`src/rtl/reg_bank_pkg.sv`:
```
// reg_bank_pkg: shared op codes, FSM states, widths and constant codes for reg_bank and its sequencer
package reg_bank_pkg;

    localparam int BANK_DATA_W = 64;
    localparam int BANK_ADDR_W = 4;
    localparam int CNT_W       = 4;

    typedef enum logic [1:0] {
        OP_WRITE  = 2'b00,
        OP_READ_A = 2'b01,
        OP_READ_B = 2'b10,
        OP_CNST_B = 2'b11
    } op_e;

    typedef enum logic [2:0] {
        IDLE,
        WRITE,
        SETUP,
        ENABLE,
        CAPTURE,
        RESP
    } state_e;

    localparam logic [3:0] CNST_ZERO     = 4'b0000;
    localparam logic [3:0] CNST_HI_ONE   = 4'b1000;
    localparam logic [3:0] CNST_ONE      = 4'b0100;
    localparam logic [3:0] CNST_LO_MASK  = 4'b0101;
    localparam logic [3:0] CNST_HI_MASK  = 4'b1010;
    localparam logic [3:0] CNST_ALL_ONES = 4'b1111;
    localparam logic [3:0] CNST_NOT_ONE2 = 4'b0011;

    // Value reg_bank drives when cnstB selects a constant code
    function automatic logic [63:0] cnst_value(input logic [3:0] code);
        case (code)
            CNST_HI_ONE:   return 64'h00000001_00000000;
            CNST_ONE:      return 64'h00000000_00000001;
            CNST_LO_MASK:  return 64'h00000000_FFFFFFFF;
            CNST_HI_MASK:  return 64'hFFFFFFFF_00000000;
            CNST_ALL_ONES: return 64'hFFFFFFFF_FFFFFFFF;
            CNST_NOT_ONE2: return 64'hFFFFFFFE_FFFFFFFE;
            default:       return 64'h0;
        endcase
    endfunction

endpackage

```
`src/rtl/reg_bank_seq_cnt.sv`:
```
// reg_bank_seq_cnt: loadable down-counter that times the write hold and read settle phases
module reg_bank_seq_cnt
    import reg_bank_pkg::*;
#(
    parameter int W = CNT_W
) (
    input  logic         clock,
    input  logic         reset,
    input  logic         load,
    input  logic         dec,
    input  logic [W-1:0] load_val,
    output logic [W-1:0] count,
    output logic         zero
);

    assign zero = (count == '0);

    // Load wins over decrement; the count parks at zero instead of wrapping
    always_ff @(posedge clock) begin
        if (!reset)
            count <= '0;
        else if (load)
            count <= load_val;
        else if (dec && !zero)
            count <= count - 1'b1;
    end

endmodule

```
`src/rtl/reg_bank_seq.sv`:
```
// reg_bank_seq: sequences reg_bank write/read/constant strobes from a valid/ready command stream.
// Optional REG_BANK_SEQ_WACK_EN: writes also return a response flagged by rsp_wack.
module reg_bank_seq
    import reg_bank_pkg::*;
#(
    parameter int DATA_W    = BANK_DATA_W,
    parameter int ADDR_W    = BANK_ADDR_W,
    parameter int WR_CYCLES = 2,
    parameter int RD_SETTLE = 1
) (
    input  logic              clock,
    input  logic              reset,
    input  logic              cmd_valid,
    output logic              cmd_ready,
    input  logic [1:0]        cmd_op,
    input  logic [ADDR_W-1:0] cmd_addr,
    input  logic [1:0]        cmd_endreg,
    input  logic [DATA_W-1:0] cmd_data,
    output logic              rsp_valid,
    input  logic              rsp_ready,
    output logic [DATA_W-1:0] rsp_data,
`ifdef REG_BANK_SEQ_WACK_EN
    output logic              rsp_wack,
`endif
    output logic              regwe,
    output logic [DATA_W-1:0] inA,
    output logic [ADDR_W-1:0] selwreg,
    output logic [1:0]        endreg,
    output logic [ADDR_W-1:0] seloutA,
    output logic [ADDR_W-1:0] seloutB,
    output logic              cnstA,
    output logic              cnstB,
    output logic              enrregA,
    output logic              enrregB,
    input  logic [DATA_W-1:0] outA,
    input  logic [DATA_W-1:0] outB
);

    state_e            state;
    op_e               op_q;
    logic              accept;
    logic [CNT_W-1:0]  cnt;
    logic              cnt_zero;

    assign accept = (state == IDLE) && cmd_valid && cmd_ready;

    reg_bank_seq_cnt #(.W(CNT_W)) u_cnt (
        .clock    (clock),
        .reset    (reset),
        .load     (accept),
        .dec      (state == WRITE || state == SETUP),
        .load_val (op_e'(cmd_op) == OP_WRITE ? CNT_W'(WR_CYCLES - 1) : CNT_W'(RD_SETTLE - 1)),
        .count    (cnt),
        .zero     (cnt_zero)
    );

    // Command FSM: every bank strobe and handshake output is a flop driven from here
    always_ff @(posedge clock) begin
        if (!reset) begin
            state     <= IDLE;
            op_q      <= OP_WRITE;
            cmd_ready <= 1'b0;
            rsp_valid <= 1'b0;
            rsp_data  <= '0;
`ifdef REG_BANK_SEQ_WACK_EN
            rsp_wack  <= 1'b0;
`endif
            regwe     <= 1'b0;
            inA       <= '0;
            selwreg   <= '0;
            endreg    <= '0;
            seloutA   <= '0;
            seloutB   <= '0;
            cnstA     <= 1'b0;
            cnstB     <= 1'b0;
            enrregA   <= 1'b0;
            enrregB   <= 1'b0;
        end else begin
            case (state)
                IDLE: begin
                    cmd_ready <= 1'b1;
                    if (accept) begin
                        cmd_ready <= 1'b0;
                        op_q      <= op_e'(cmd_op);
                        case (op_e'(cmd_op))
                            OP_WRITE: begin
                                regwe   <= 1'b1;
                                inA     <= cmd_data;
                                selwreg <= cmd_addr;
                                endreg  <= cmd_endreg;
                                state   <= WRITE;
                            end
                            OP_READ_A: begin
                                seloutA <= cmd_addr;
                                state   <= SETUP;
                            end
                            default: begin
                                seloutB <= cmd_addr;
                                cnstB   <= (op_e'(cmd_op) == OP_CNST_B);
                                state   <= SETUP;
                            end
                        endcase
                    end
                end
                WRITE: begin
                    if (cnt_zero) begin
                        regwe <= 1'b0;
`ifdef REG_BANK_SEQ_WACK_EN
                        rsp_valid <= 1'b1;
                        rsp_data  <= '0;
                        rsp_wack  <= 1'b1;
                        state     <= RESP;
`else
                        cmd_ready <= 1'b1;
                        state     <= IDLE;
`endif
                    end
                end
                SETUP: begin
                    if (cnt_zero) begin
                        enrregA <= (op_q == OP_READ_A);
                        enrregB <= (op_q != OP_READ_A);
                        state   <= ENABLE;
                    end
                end
                ENABLE: begin
                    enrregA <= 1'b0;
                    enrregB <= 1'b0;
                    cnstB   <= 1'b0;
                    state   <= CAPTURE;
                end
                CAPTURE: begin
                    rsp_data  <= (op_q == OP_READ_A) ? outA : outB;
                    rsp_valid <= 1'b1;
`ifdef REG_BANK_SEQ_WACK_EN
                    rsp_wack  <= 1'b0;
`endif
                    state     <= RESP;
                end
                RESP: begin
                    if (rsp_ready) begin
                        rsp_valid <= 1'b0;
`ifdef REG_BANK_SEQ_WACK_EN
                        rsp_wack  <= 1'b0;
`endif
                        cmd_ready <= 1'b1;
                        state     <= IDLE;
                    end
                end
                default: state <= IDLE;
            endcase
        end
    end

endmodule

```
`config.mk`:
```
export PLATFORM = sky130hd
export DESIGN_NAME = reg_bank_seq
export DESIGN_NICKNAME = d
export VERILOG_FILES = /design/src/rtl/reg_bank_pkg.sv /design/src/rtl/reg_bank_seq_cnt.sv /design/src/rtl/reg_bank_seq.sv
export SDC_FILE = /design/constraint.sdc
export NUM_CORES = 1
export LEC_CHECK = 0
export CAP_MARGIN = 20
export CORE_MARGIN = 10
export CORE_UTILIZATION = 38
export CTS_CLUSTER_DIAMETER = 120
export DETAILED_ROUTE_END_ITERATION = 8
export DONT_BUFFER_PORTS = 1
export MAX_ROUTING_LAYER = met4
export PLACE_DENSITY = 0.5
export RECOVER_POWER = 25
export SYNTH_ARGS = -nofsm -noshare
export SYNTH_HDL_FRONTEND = slang
export SYNTH_SLANG_ARGS = --single-unit
```
`constraint.sdc`:
```
create_clock -name clock -period 2 [get_ports clock]
set_input_delay 0.6 -clock clock [delete_from_list [all_inputs] [get_ports clock]]
set_output_delay 0.6 -clock clock [all_outputs]
set_load 0.1 [all_outputs]
```
; ---- After elaboration in Yosys (flattened, before gate mapping)
; Cells that the tools add are included.
[totals]
register_bits = 157
output_inout_bits = 149
input_bits = 204
elab_cells = 84
[classes]
eq_ne = 15
n_reduce_logical = 25
addsub = 1
n_bitwise = 1
mux = 27
[ops]
columns = cell, n
row1 = 64-bit 2-to-1 mux, 1
row2 = 3-bit case mux with 6 select lines, 1
row3 = 3-bit AND reduction, 5
row4 = 1-bit 2-to-1 mux, 12
row5 = 3-bit 2-to-1 mux, 4
row6 = 1-bit case mux with 2 select lines, 5
row7 = 2-bit nonzero test, 5
row8 = 4-bit 2-to-1 mux, 2
row9 = "2-bit by 1-bit != test with 1-bit output, second input constant", 4
row10 = 4-bit AND reduction, 2
row11 = "3-bit by 2-bit equality test with 1-bit output, second input constant", 2
row12 = "3-bit equality test, second input constant", 2
row13 = "2-bit != test, second input constant", 3
row14 = 2-bit AND reduction, 3
row15 = "2-bit by 1-bit equality test with 1-bit output, second input constant", 2
row16 = 4-bit logical NOT, 1
row17 = "4-bit by 1-bit subtractor with 4-bit output, second input constant", 1
row18 = "3-bit by 1-bit equality test with 1-bit output, second input constant", 1
row19 = 1-bit logical AND, 3
row20 = 3-bit logical NOT, 1
row21 = 1-bit case mux with 3 select lines, 1
row22 = 3-bit nonzero test, 1
row23 = "2-bit equality test, second input constant", 1
row24 = 2-bit logical NOT, 1
row25 = other kinds (5), 5

; ---- Longest topological paths before layout
[logic_depth]
word_depth = 5
mapped_depth = 7
ltp_nobuf = 6

; ---- By module
; Synthesis repeated with hierarchy kept, for this count alone.
[unflattened]
cells_unflattened = 784
area_unflattened_um2 = 6459.9
[modules_own_cells]
columns = mod, cells_each, instances, area_each_um2, seq_area_each_um2
row1 = reg_bank_seq, 753, 1, 6203.4, 3062.9
row2 = reg_bank_seq_cnt, 31, 1, 256.5, 80.1

; ---- Worst setup path after synthesis
; OpenSTA, ideal clock, no wires.
[synth_timing]
path_kind = register to register
start = reg cmd_ready
end = reg seloutA[0]
path_buffers = 2
period_less_slack_ns = 2.044
path_stages_with_launch = 7
t_required_ns = 1.872
setup_ns = 0.128
slack_ns = -0.044
arrival_time_ns = 1.917
cell_sequence = dfxtp_1 and3b_1 clkbuf_2 and4b_1 clkbuf_2 mux2i_1 nor2_1
[synth_via]
elab_chain_len = 2
[synth_lines]
columns = element, line_no
row1 = start: declaration, reg_bank_seq.sv:14  ; output logic cmd_ready,
row2 = start signal: assignment, reg_bank_seq.sv:62  ; cmd_ready <= 1'b0;
row3 = start signal: assignment, reg_bank_seq.sv:81  ; cmd_ready <= 1'b1;
row4 = start signal: assignment, reg_bank_seq.sv:83  ; cmd_ready <= 1'b0;
row5 = 1-bit logical AND, reg_bank_seq.sv:45  ; assign accept = (state == IDLE) && cmd_valid && cmd_ready;
row6 = 3-bit AND reduction (no source line), n/a
row7 = end signal: assignment, reg_bank_seq.sv:94  ; seloutA <= cmd_addr;
row8 = end: declaration, reg_bank_seq.sv:29  ; output logic [ADDR_W-1:0] seloutA,
; No other way between the ends.
; A chain may end at the register's enable or synchronous reset.

; ---- Final worst setup path
[layout_timing]
start = reg rsp_data[50]
end = out rsp_data[50]
[layout_lines]
columns = element, line_no
row1 = start: declaration, reg_bank_seq.sv:21  ; output logic [DATA_W-1:0] rsp_data,
row2 = start signal: assignment, reg_bank_seq.sv:133  ; rsp_data <= (op_q == OP_READ_A) ? outA : outB;
; No word-level cell between the ends.

==> metrics.yaml <==
power_frac_comb_pct: 33.5
powerDensity_mw_per_mm2: 1290
synth.yosys.seq_area_share_pct: 50.1
crit_required_ns: 1.40
first_iter_violations: 265
cts_buffer_depth: 2
finalMaxSlewViolations: 0
final_util_pct: 50.1
hold_path_class: "input pin to register"
r2r_cells: 5
die_h_um: 148
grt_setup_unrepaired: "false"
async_flop_share_pct: 0
hpwl_um: 16400
path_clk_slew_ns: 0.06
cp-endpoint: "rsp_data[50]"
crit_type: "register to output pin"
finalHoldViolCount: 0
coreArea_sq_mm: 0.0161
antenna_found_initial: 0
cts_setup_buffers: 0
p_int_mw: 6.28
synth_nets: 917
drive_gt1_share_pct: 24.3
period_share_pct: 90.4
gp_routability_congestion: 0.811
final-setup-viol-count: 0
die_area_sq_mm: 0.0220
reg2reg_from: "state[1]$_SDFFE_PN0P_"
critPathMaxStageDelay_ns: 0.48
relSlewSlack_pct: 59.2
worstPathCellList: "clkbuf_2"
power_leakage_nw: 3.02
rows: 46
cts_max_level: 4
synth-edff-count: 0
rrSetupSlack_ns: 0.27
switching_share_pct: 39.6
wl_per_cell_um: 19.3
cts_buffers: 17
grt_pass1_wl_um: 31000
whs_path_depth: 2
tns_ns: 0
gr-usage-all-layers_pct: 18.3
r2r-end: "rsp_data[41]$_SDFFE_PN0P_"
syn2layout_area_growth_pct: 28.3
cts_root_buf: "clkbuf_16"
crit_cells: 1
die_w_um: 148
max_freq_mhz: 553
final_cell_mix: "dfxtp_1 (156), nand2_1 (152), buf_4 (86), nor2_1 (83), a21oi_1 (77)"
drtPass1Iterations: 4
path_delay_family: "buffers and inverters"
worst-path-max-fanout: 2
ys_seq_elements: 157
ctsHoldBuffers: 0
yosysWarnings: 0
cp-end-kind: "output pin"
worst_slew_pin_slew_ns: 0.611
synth_top_area_share_pct: 50.1
synthFlopType: "dfxtp_1"
peakVddDrop_uv: 624
maxCapViolCount: 0
synthTopCellsByArea: "dfxtp_1 (50%), mux2i_1 (12%), nand2_1 (9.1%)"
grt_pass1_vias: 5337
ios: 353
power_frac_clock_pct: 32.0
skew_ns: 0.00709
cts_tree: "built"
p_sw_mw: 4.11
layout_commonest_cell: "dfxtp_1"
vias_per_cell: 5.00
status: "finished, final reports clean"
yosys.cell_types.count: 40
cpMaxStageDelayCell: "clkbuf_2"
wirelength_um: 20600
crit_buf_inv: 1
grt_max_degree: 71
drc: 0
initial_utilization_pct: 39.1
clock_latency_ns: 0.41
critPathArrivalTime_ns: 1.21
synth.avg_cell_area_sq_um: 8.82
grt_overflow_total: 0
finalCriticalPeriod_ns: 1.81
antenna_left: 0
startpoint: "rsp_data[50]$_SDFFE_PN0P_"
via_count: 5315
clock-sinks: 157
synth_largest_area_cell: "dfxtp_1"
startpoint_type: "register"
fillers: 1543
n_antenna_cell: 0
hold_start: "reset"
portBuffers: 0
final_nets: 1040
cts_resized: 0
synth_area_sq_mm: 0.00627
pwr-share-seq_pct: 34.4
netlist_instances: 711
-- how the worst min path moves through the flow --
| stage | end | slack, ns |
|---|---|---|
| 2_1_floorplan | op_q[0]$_SDFFE_PN0P_ | 0.43 |
| 3_3_place_gp | inA[46]$_SDFFE_PN0P_ | 0.44 |
| 3_5_place_dp | inA[7]$_SDFFE_PN0P_ | 0.45 |
| 4_1_cts | cnstB$_SDFFE_PN0P_ | 0.28 |
| 5_1_grt | cnstB$_SDFFE_PN0P_ | 0.29 |
| 6_report | cnstB$_SDFFE_PN0P_ | 0.30 |
-- sequential cells by signal, summed over array words and instances, names as in the netlist --
| signal | cells |
|---|---|
| seloutA | 4 |
| endreg | 2 |
| inA | 64 |
| cnstB | 1 |
| u_cnt.count | 4 |
| seloutB | 4 |
| op_q | 2 |
| state | 3 |
| enrregB | 1 |
| rsp_valid | 1 |
| regwe | 1 |
| cmd_ready | 1 |
| selwreg | 4 |
| rsp_data | 64 |
| enrregA | 1 |
-- per-stage QoR --
step / worst slack [ns] / total power [mW] / hold slack (ns) / cells / instance area [sq um]
after floorplan: 0.292 / 6.53 / 0.432 / 711 / 6270
after global placement: 0.285 / 7.16 / 0.444 / 1031 / 7600
after detailed placement: 0.219 / 7.22 / 0.448 / 1031 / 7600
after CTS: 0.256 / 10.6 / 0.281 / 1063 / 8210
after global routing: 0.0821 / 10.9 / 0.291 / 1063 / 8050
final: 0.191 / 10.4 / 0.301 / 1063 / 8050
-- cell families after synthesis --
| group | share of synthesized area, % |
|---|---|
| AOI/OAI and AO/OA | 14.8 |
| adders and majority gates | 0.399 |
| muxes | 12.0 |
| and+or+nand+nor | 17.0 |
| other | 0.0598 |
| xor gates and xnor gates | 0.559 |
| buffers and inverters | 5.09 |
| DFF | 50.1 |
-- Yosys cell counts, types with 2 or more instances --
| master | instances |
|---|---|
| a211oi_1 | 66 |
| a21oi_1 | 77 |
| and2b_1 | 2 |
| buf_2 | 19 |
| buf_4 | 14 |
| clkbuf_1 | 23 |
| clkbuf_2 | 2 |
| dfxtp_1 | 157 |
| ha_1 | 2 |
| inv_1 | 2 |
| mux2i_1 | 74 |
| nand2_1 | 152 |
| nand3_1 | 4 |
| nand3b_1 | 2 |
| nor2_1 | 83 |
| nor2b_1 | 2 |
| nor3b_1 | 3 |
| nor4b_1 | 2 |
| xnor2_1 | 4 |
-- layout make-up --
class / instances / area [sq um] / area share (%)
clock buffers: 18 / 429 / 5.33
clock inverters: 14 / 181 / 2.26
inverters: 3 / 13.8 / 0.171
multi-input cells: 492 / 2830 / 35.1
flip-flops and latches: 157 / 3140 / 39.1
well taps: 216 / 270 / 3.36
repair buffers: 163 / 1180 / 14.7
-- routing by layer --
layer | vias up | track usage [%] | wire length (um)
met3 | 21 | 6.19 | 1720
met2 | 210 | 32.2 | 10900
met1 | 2399 | 18.9 | 7620
met5 | - | - | 0
met4 | 0 | 5.80 | 330
li1 | 2685 | - | -
-- power groups by stage --
| stage | Sequential [mW] | Combinational, mW | Clock, mW |
|---|---|---|---|
| 5_1_grt | 3.61 | 3.72 | 3.58 |
| 4_1_cts | 3.58 | 3.58 | 3.42 |
| 3_3_place_gp | 3.64 | 3.52 | 0 |
| 6_report | 3.58 | 3.49 | 3.33 |
| 2_1_floorplan | 5.22 | 1.30 | 0 |
| 3_5_place_dp | 3.65 | 3.57 | 0 |
(Power assumes the default switching activity.)
